--- src/rtl/lms_weight_update.sv ---
// LMS weight update: w[k] <= w[k] + mu * x[k] * econj, with the N_ELEM weights
// time-multiplexed through one three-stage complex multiply/accumulate pipeline.
module lms_weight_update #(
   parameter int N_ELEM   = 4,
   parameter int IDX_W    = 2,
   parameter int MU_SHIFT = 4,
   parameter int WINIT_I  = 65536,
   parameter int WINIT_Q  = 0
) (
   input  logic             clk,
   input  logic             rst_n,
   input  logic             in_valid,
   input  logic             in_sof,
   input  logic [17:0]      xI,
   input  logic [17:0]      xQ,
   input  logic [17:0]      econjI,
   input  logic [17:0]      econjQ,
   input  logic             adapt_en,
   input  logic             wclr,
   output logic             out_valid,
   output logic [IDX_W-1:0] out_idx,
   output logic [17:0]      wI,
   output logic [17:0]      wQ,
   output logic             sat_flag
);

   localparam int                SHIFT    = 16 + MU_SHIFT;
   localparam logic [IDX_W-1:0]  LAST_IDX = IDX_W'(N_ELEM - 1);
   localparam logic signed [17:0] INIT_I  = 18'(WINIT_I);
   localparam logic signed [17:0] INIT_Q  = 18'(WINIT_Q);
   localparam logic signed [37:0] SAT_HI  = 38'sd131071;
   localparam logic signed [37:0] SAT_LO  = -38'sd131072;

   // Returns {clipped, value} for a wide sum clamped to the Q2.16 range.
   function automatic logic [18:0] saturate(input logic signed [37:0] v);
      if (v > SAT_HI) return {1'b1, 18'h1ffff};
      if (v < SAT_LO) return {1'b1, 18'h20000};
      return {1'b0, v[17:0]};
   endfunction

   logic [IDX_W-1:0]   cnt_q, cnt_d, beat_idx;

   logic               v1_q, v1_d, en1_q, en1_d;
   logic [IDX_W-1:0]   idx1_q, idx1_d;
   logic signed [35:0] p_ii_q, p_ii_d, p_qq_q, p_qq_d;
   logic signed [35:0] p_iq_q, p_iq_d, p_qi_q, p_qi_d;

   logic               v2_q, v2_d, en2_q, en2_d;
   logic [IDX_W-1:0]   idx2_q, idx2_d;
   logic signed [36:0] r_i_q, r_i_d, r_q_q, r_q_d;

   logic signed [17:0] w_i_q [N_ELEM];
   logic signed [17:0] w_i_d [N_ELEM];
   logic signed [17:0] w_q_q [N_ELEM];
   logic signed [17:0] w_q_d [N_ELEM];

   logic               ov_q, ov_d, osat_q, osat_d;
   logic [IDX_W-1:0]   oidx_q, oidx_d;
   logic [17:0]        owi_q, owi_d, owq_q, owq_d;

   logic signed [36:0] u_i, u_q;
   logic signed [37:0] sum_i, sum_q;
   logic signed [17:0] sat_i, sat_q;
   logic               clip_i, clip_q;

   always_comb begin
      // NOTE: every comb output gets a default first so no path can infer a latch.
      beat_idx = in_sof ? '0 : cnt_q;
      cnt_d    = cnt_q;
      if (in_valid) cnt_d = (beat_idx == LAST_IDX) ? '0 : beat_idx + IDX_W'(1);

      v1_d   = in_valid;
      idx1_d = beat_idx;
      en1_d  = adapt_en;
      p_ii_d = 36'($signed(xI)) * 36'($signed(econjI));
      p_qq_d = 36'($signed(xQ)) * 36'($signed(econjQ));
      p_iq_d = 36'($signed(xI)) * 36'($signed(econjQ));
      p_qi_d = 36'($signed(xQ)) * 36'($signed(econjI));

      v2_d   = v1_q;
      idx2_d = idx1_q;
      en2_d  = en1_q;
      r_i_d  = 37'(p_ii_q) - 37'(p_qq_q);
      r_q_d  = 37'(p_iq_q) + 37'(p_qi_q);

      // Weight read and writeback both happen here, so same-index beats never race.
      u_i   = r_i_q >>> SHIFT;
      u_q   = r_q_q >>> SHIFT;
      sum_i = 38'(w_i_q[idx2_q]) + 38'(u_i);
      sum_q = 38'(w_q_q[idx2_q]) + 38'(u_q);
      {clip_i, sat_i} = saturate(sum_i);
      {clip_q, sat_q} = saturate(sum_q);

      w_i_d  = w_i_q;
      w_q_d  = w_q_q;
      ov_d   = v2_q;
      oidx_d = oidx_q;
      owi_d  = owi_q;
      owq_d  = owq_q;
      osat_d = osat_q;
      if (v2_q) begin
         oidx_d = idx2_q;
         if (en2_q) begin
            owi_d          = sat_i;
            owq_d          = sat_q;
            osat_d         = clip_i | clip_q;
            w_i_d[idx2_q]  = sat_i;
            w_q_d[idx2_q]  = sat_q;
         end else begin
            owi_d  = w_i_q[idx2_q];
            owq_d  = w_q_q[idx2_q];
            osat_d = 1'b0;
         end
      end

      // Clear drops everything in flight, including a beat arriving this cycle.
      if (wclr) begin
         for (int k = 0; k < N_ELEM; k++) begin
            w_i_d[k] = INIT_I;
            w_q_d[k] = INIT_Q;
         end
         cnt_d = '0;
         v1_d  = 1'b0;
         v2_d  = 1'b0;
         ov_d  = 1'b0;
      end
   end

   // NOTE: sequential state uses non-blocking assignments only.
   always_ff @(posedge clk or negedge rst_n) begin
      if (!rst_n) begin
         // NOTE: the weight array is a register file that must restart at WINIT, so it is reset explicitly.
         for (int k = 0; k < N_ELEM; k++) begin
            w_i_q[k] <= INIT_I;
            w_q_q[k] <= INIT_Q;
         end
         cnt_q  <= '0;
         v1_q   <= 1'b0;
         en1_q  <= 1'b0;
         idx1_q <= '0;
         p_ii_q <= '0;
         p_qq_q <= '0;
         p_iq_q <= '0;
         p_qi_q <= '0;
         v2_q   <= 1'b0;
         en2_q  <= 1'b0;
         idx2_q <= '0;
         r_i_q  <= '0;
         r_q_q  <= '0;
         ov_q   <= 1'b0;
         oidx_q <= '0;
         owi_q  <= '0;
         owq_q  <= '0;
         osat_q <= 1'b0;
      end else begin
         w_i_q  <= w_i_d;
         w_q_q  <= w_q_d;
         cnt_q  <= cnt_d;
         v1_q   <= v1_d;
         en1_q  <= en1_d;
         idx1_q <= idx1_d;
         p_ii_q <= p_ii_d;
         p_qq_q <= p_qq_d;
         p_iq_q <= p_iq_d;
         p_qi_q <= p_qi_d;
         v2_q   <= v2_d;
         en2_q  <= en2_d;
         idx2_q <= idx2_d;
         r_i_q  <= r_i_d;
         r_q_q  <= r_q_d;
         ov_q   <= ov_d;
         oidx_q <= oidx_d;
         owi_q  <= owi_d;
         owq_q  <= owq_d;
         osat_q <= osat_d;
      end
   end

   assign out_valid = ov_q;
   assign out_idx   = oidx_q;
   assign wI        = owi_q;
   assign wQ        = owq_q;
   assign sat_flag  = osat_q;

endmodule

--- config.mk ---
export PLATFORM = sky130hd
export DESIGN_NAME = lms_weight_update
export DESIGN_NICKNAME = d
export VERILOG_FILES = /design/src/rtl/lms_weight_update.sv
export SDC_FILE = /design/constraint.sdc
export NUM_CORES = 2
export LEC_CHECK = 0
export CAP_MARGIN = 15
export CORE_AREA = 2 2 576 292
export CTS_CLUSTER_DIAMETER = 200
export CTS_CLUSTER_SIZE = 14
export DETAILED_ROUTE_END_ITERATION = 16
export DIE_AREA = 0 0 578 294
export PLACE_DENSITY = 0.61
export SLEW_MARGIN = 10
export SYNTH_ARGS = -nofsm -noshare
export SYNTH_HDL_FRONTEND = slang
export SYNTH_SLANG_ARGS = --single-unit
--- constraint.sdc ---
create_clock -name clk -period 4.75 [get_ports clk]
set_input_delay 0.7125 -clock clk [delete_from_list [all_inputs] [get_ports clk]]
set_output_delay 0.7125 -clock clk [all_outputs]
set_load 0.05 [all_outputs]
### Word-level counts from Yosys, hierarchy flattened

Index checks and enable logic that the tools add are counted.
Widths: inputs -> output; s select.

* $add $sub $neg: 5
* multipliers: 4
* order comparisons: 6
* equality and inequality tests: 1
* multiplexer cells: 40
* bitwise gates (word level): 2
* reductions and logical operators: 5

Operators with widths (number)
* $mux 72: 6
* $mux 19: 8
* $bwmux 72: 2
* $mul 18x18->36: 4
* $mux 18: 7
* $bmux 18 s2: 2
* $add 18x17->19: 2
* $gt 19x18->1 const B: 2
* $lt 19x18->1 const B: 2
* $add 36x36->37: 1
* $sub 36x36->37: 1
* $demux 18 s2: 1
* $mux 1: 10
* $mux 2: 4
* $reduce_bool 2->1: 3
* $ge 3x3->1 const B: 1
* $lt 3x1->1 const B: 1
* $not 2->3: 1
* $add 2x1->2 const B: 1
* $eq 2x2->1 const B: 1
* $reduce_and 2->1: 1
* $logic_and 1x1->1: 1
* $or 1x1->1: 1

* flip-flop bits (word level): 412
* input port bits: 78
* output and inout port bits: 40

### Depth between registers and ports, before layout

* depth in word-level cells: 14
* depth in mapped cells: 27
* mapped depth without buffers: 25

### Worst setup path before layout

No wires, ideal clock.

* path kind: input -> register
* from: input xQ[16]
* to: register p_qi_q[34]
* arrival time: 7.017 ns
* required time: 4.670 ns
* path slack: -2.347 ns
* cell stages on the path: 25
* path buffers: 2
* cell sequence: clkbuf_1 clkbuf_1 nand2_1 fa_1 inv_1 fa_1 inv_1 fa_1 fa_1 inv_1 fa_1 inv_1 fa_1 inv_1 ha_1 a21o_1 a21o_1 a21oi_1 a21oi_1 or4b_2 o21a_1 a41oi_1 o21ai_0 o41ai_1 xnor2_1

* cells in the longest elaborated chain, start to end: 1

Ends and longest elaborated chain
* from (decl): line 15 `input logic [17:0] xQ,`
* $mul 18x18->36: line 78 `p_qi_d = 36'($signed(xQ)) * 36'($signed(econjI));`
* net p_qi_d[34]: line 46 `logic signed [35:0] p_iq_q, p_iq_d, p_qi_q, p_qi_d;`
* to (signal assigned): line 165 `p_qi_q <= p_qi_d;`
* to (decl): line 46

The timed path passes the listed nets, and every way through them passes these cells.
A chain may end at the register's enable or synchronous reset.

### Final worst setup path

* from: input econjI[16]
* to: register p_qi_q[34]

* cells in the longest elaborated chain, start to end: 1

Ends and longest elaborated chain
* from (decl): line 16 `input logic [17:0] econjI,`
* $mul 18x18->36: line 78
* net p_qi_d[34]: line 46

The timed path passes the listed nets, and every way through them passes these cells.

==> metrics.md <==
| Metric | Value |
|---|---|
| Status | `complete, but fails checks` |
| DRT Pass-1 Iters | `6` |
| Final hold viol count | `1` |
| I/O Buffers | `117` |
| Initial antenna violation count | `18` |
| Most frequent cells in the layout | `inv_1 (1420), fa_1 (1182), buf_4 (733)` |
| Clk root buf | `clkbuf_16` |
| Critical path arrival | `6680 ps` |
| Top FF cell, synth | `dfrtp_1` |
| Post-synth ARST share | `100%` |
| Vias per inst | `5.07` |
| Clk slew on worst S/H paths | `100 ps` |
| Number of CTS-inserted buffers | `30` |
| Largest net degree at the start of global routing | `89` |
| Clock Sink Count | `372` |
| Fin Setup TNS | `-82210 ps` |
| Synth unique cells | `77` |
| Initial drt markers | `4380` |
| Die Ht | `294 um` |
| Crit Path Class | `in2reg` |
| Layout Nets | `9706` |
| Commonest non-fill, non-tap cell in the layout | `inv_1` |
| Final Cycle Share | `129%` |
| Worst hold path class | `in2async` |
| Ports | `118` |
| Initial Utilization | `39.7%` |
| Relative slew slack | `29.6%` |
| Setup WS pre-CTS | `-2600 ps` |
| Cell Area, Synth | `65600 sq um` |
| Worst-Margin Slew | `1050 ps` |
| DRC | `0` |
| Total GRT Usage | `26.1%` |
| Startpoint types | `input port` |
| Final setup fails | `102` |
| Vias | `51100` |
| Reg2Reg Depth | `14` |
| GP Congestion | `0.913` |
| Post-Syn Instances | `6962` |
| Final setup margin | `-1390 ps` |
| Fmax | `163 MHz` |
| WL per Instance | `21.8 um` |
| TritonCTS clock tree | `yes` |
| Vias in the first global route | `53800` |
| Maximum fanout along the worst path | `5` |
| First-pass GRT wire length | `334000 um` |
| RSZ-0062 raised after global routing | `true` |
| #FFs+latches synth | `372` |
| Worst-path cell chain | `buf_2 > buf_6 > buf_6 > buf_6 > buf_4 > and2_4 > fa_1 > fa_1 > fa_1 > fa_2 > fa_1 > inv_1 > fa_1 > inv_2 > ha_4 > o211ai_1 > a21oi_2 > or4b_4 > o21a_4 > a41oi_4 > o21ai_2 > o41ai_2 > xnor2_1` |
| Max_cap viols | `0` |
| Period minus WS final | `6140 ps` |
| Fraction of layout cells with a size suffix above 1 | `26.1%` |
| Post-synth EDFFs | `0` |
| Row count | `106` |
| Register area share after synthesis | `14.2%` |
| CORE AREA | `165000 sq um` |
| Failing checks | `negative hold slack, negative setup slack` |
| Worst hold slack | `-1.12 ps` |
| FF-to-FF setup slack | `60 ps` |
| Clk Latency, worst-skew pair | `690 ps` |
| Filler instances | `14800` |
| CP max stage cell | `fa_1` |
| Syn. warnings | `0` |
| Full die area | `170000 sq um` |
| Post-synthesis area per instance | `9.42 sq um` |
| CTS max path bufs | `3` |
| Crit path required time | `5290 ps` |
| Largest delay contributor family on the critical path | `adder cells` |
| Pins Over Slew Limit | `0` |
| H-tree depth | `1` |
| Hold_buf cts | `0` |
| DIE WIDTH | `578 um` |
| Worst r2r src | `idx2_q[0]$_DFF_PN0_` |
| Antenna Nets Post-Route | `0` |
| Post-layout util | `50.6%` |
| Crit path buf inv count | `7` |
| Synth-to-Final Area Change | `27.7%` |
| Most frequent CP cell | `fa_1` |
| Detail Placement HPWL | `171000 um` |
| DRT Wirelength | `220000 um` |
| Clk_skew | `57.2 ps` |
| Delay of the slowest critical-path stage | `610 ps` |
| Grt ovf | `0` |
| Syn_nets | `8836` |
| R2r endpoint | `w_i_q[23]$_DFFE_PN0P_` |
| Crit end category | `flip-flop` |
==> stage by stage <==
step	area, sq um	instances
2_1_floorplan	68000	6962
3_3_place_gp	76500	9764
3_5_place_dp	76500	9764
4_1_cts	82000	10000
5_1_grt	83700	10100
6_report	83700	10100
==> worst max path at each step <==
stage                     startpoint                   end  depth (start not counted)
after floorplan               xQ[11]  p_qi_q[34]$_DFF_PN0_                         24
after global placement        xQ[13]  p_qq_q[34]$_DFF_PN0_                         23
after detailed placement       xQ[3]  p_qq_q[33]$_DFF_PN0_                         27
after CTS                 econjI[14]  p_qi_q[34]$_DFF_PN0_                         24
after global routing      econjI[16]  p_qi_q[34]$_DFF_PN0_                         23
final                     econjI[16]  p_qi_q[34]$_DFF_PN0_                         23
==> sequential cells by signal, summed over array words and instances, names as in the netlist, 2 cells and up <==
| signal | flops |
|---|---|
| cnt_q | 2 |
| wI | 18 |
| p_ii_q | 36 |
| out_idx | 2 |
| p_iq_q | 36 |
| idx2_q | 2 |
| r_q_q | 17 |
| p_qi_q | 36 |
| w_q_q | 72 |
| idx1_q | 2 |
| r_i_q | 17 |
| p_qq_q | 36 |
| w_i_q | 72 |
| wQ | 18 |
==> worst reg2reg max path, delay by kind of cell, from the launching register on <==
| family | cells | cell delay, ps |
|---|---|---|
| flip-flops | 1 | 610 |
| multiplexers | 1 | 640 |
| AND/OR/NAND/NOR | 1 | 160 |
| XOR/XNOR | 1 | 110 |
| AO/OA/AOI/OAI | 8 | 2200 |
| buffers and inverters | 2 | 510 |
| adder cells (fa/ha/maj) | 1 | 390 |
==> metal layers <==
metal | GRT usage [%] | wire length [um] | up-vias | share of wire (%)
li1 | - | - | 22700 | -
met1 | 40.6 | 103000 | 26200 | 47
met2 | 34.4 | 83900 | 2077 | 38
met3 | 10.1 | 30000 | 169 | 14
met4 | 3.27 | 2670 | 4 | 1.2
met5 | 0 | 21 | - | 0.0096
==> final cells by class <==
cell class                      count  area [sq um]  area share [%]
Timing Repair Buffer             1182         12200            14.6
Sequential cell                   372          9320            11.1
Clock buffer                       45           807           0.964
Antenna cell                       14          35.0          0.0418
Inverter                         1579          5930            7.09
Multi-Input combinational cell   4667         52600            62.9
Clock inverter                      2          25.0          0.0299
Tap cell                         2214          2770            3.31
==> logic make-up (layout without fill, tap and decap cells) <==
family                   count (synthesis)  count (layout)  synth area share [%]
multiplexers                            40              40                  1.30
flip-flops                             372             372                  14.2
adder cells (fa/ha/maj)               1799            1799                  49.4
buffers and inverters                 1923            2808                  11.0
other                                    0              14                     0
XOR/XNOR                               196             196                  2.63
AO/OA/AOI/OAI                          748             748                  7.31
AND/OR/NAND/NOR                       1884            1884                  14.1
==> synthesized netlist by cell type, drive strengths merged (24+ instances only) <==
cell | n | area, sq um
nand2b | 45 | 282
a211oi | 94 | 711
a21o | 93 | 698
clkbuf | 326 | 1220
nor2b | 44 | 275
fa | 1318 | 26400
o21ai | 151 | 759
nor3 | 35 | 185
a21oi | 230 | 1180
and2 | 648 | 4050
dfrtp | 368 | 9210
xor2 | 48 | 420
o21a | 28 | 210
ha | 478 | 5980
xnor2 | 148 | 1300
inv | 1578 | 5920
nor2 | 249 | 937
mux4 | 36 | 811
nand3 | 55 | 275
nand2 | 731 | 2740
nand4 | 24 | 150
==> repair_timing <==
| item | CTS | global route |
|---|---|---|
| gates cloned | 26 | 6 |
| endpoints found under the setup margin | 118 | 190 |
| hold endpoints to repair | 0 | 0 |
| buffers inserted | 195 | 64 |
| resized for setup | 949 | 419 |
| pin swaps | 437 | 306 |
Power is not shown: default switching activity piles up to over one toggle a cycle in this logic, so the estimate is an artifact.
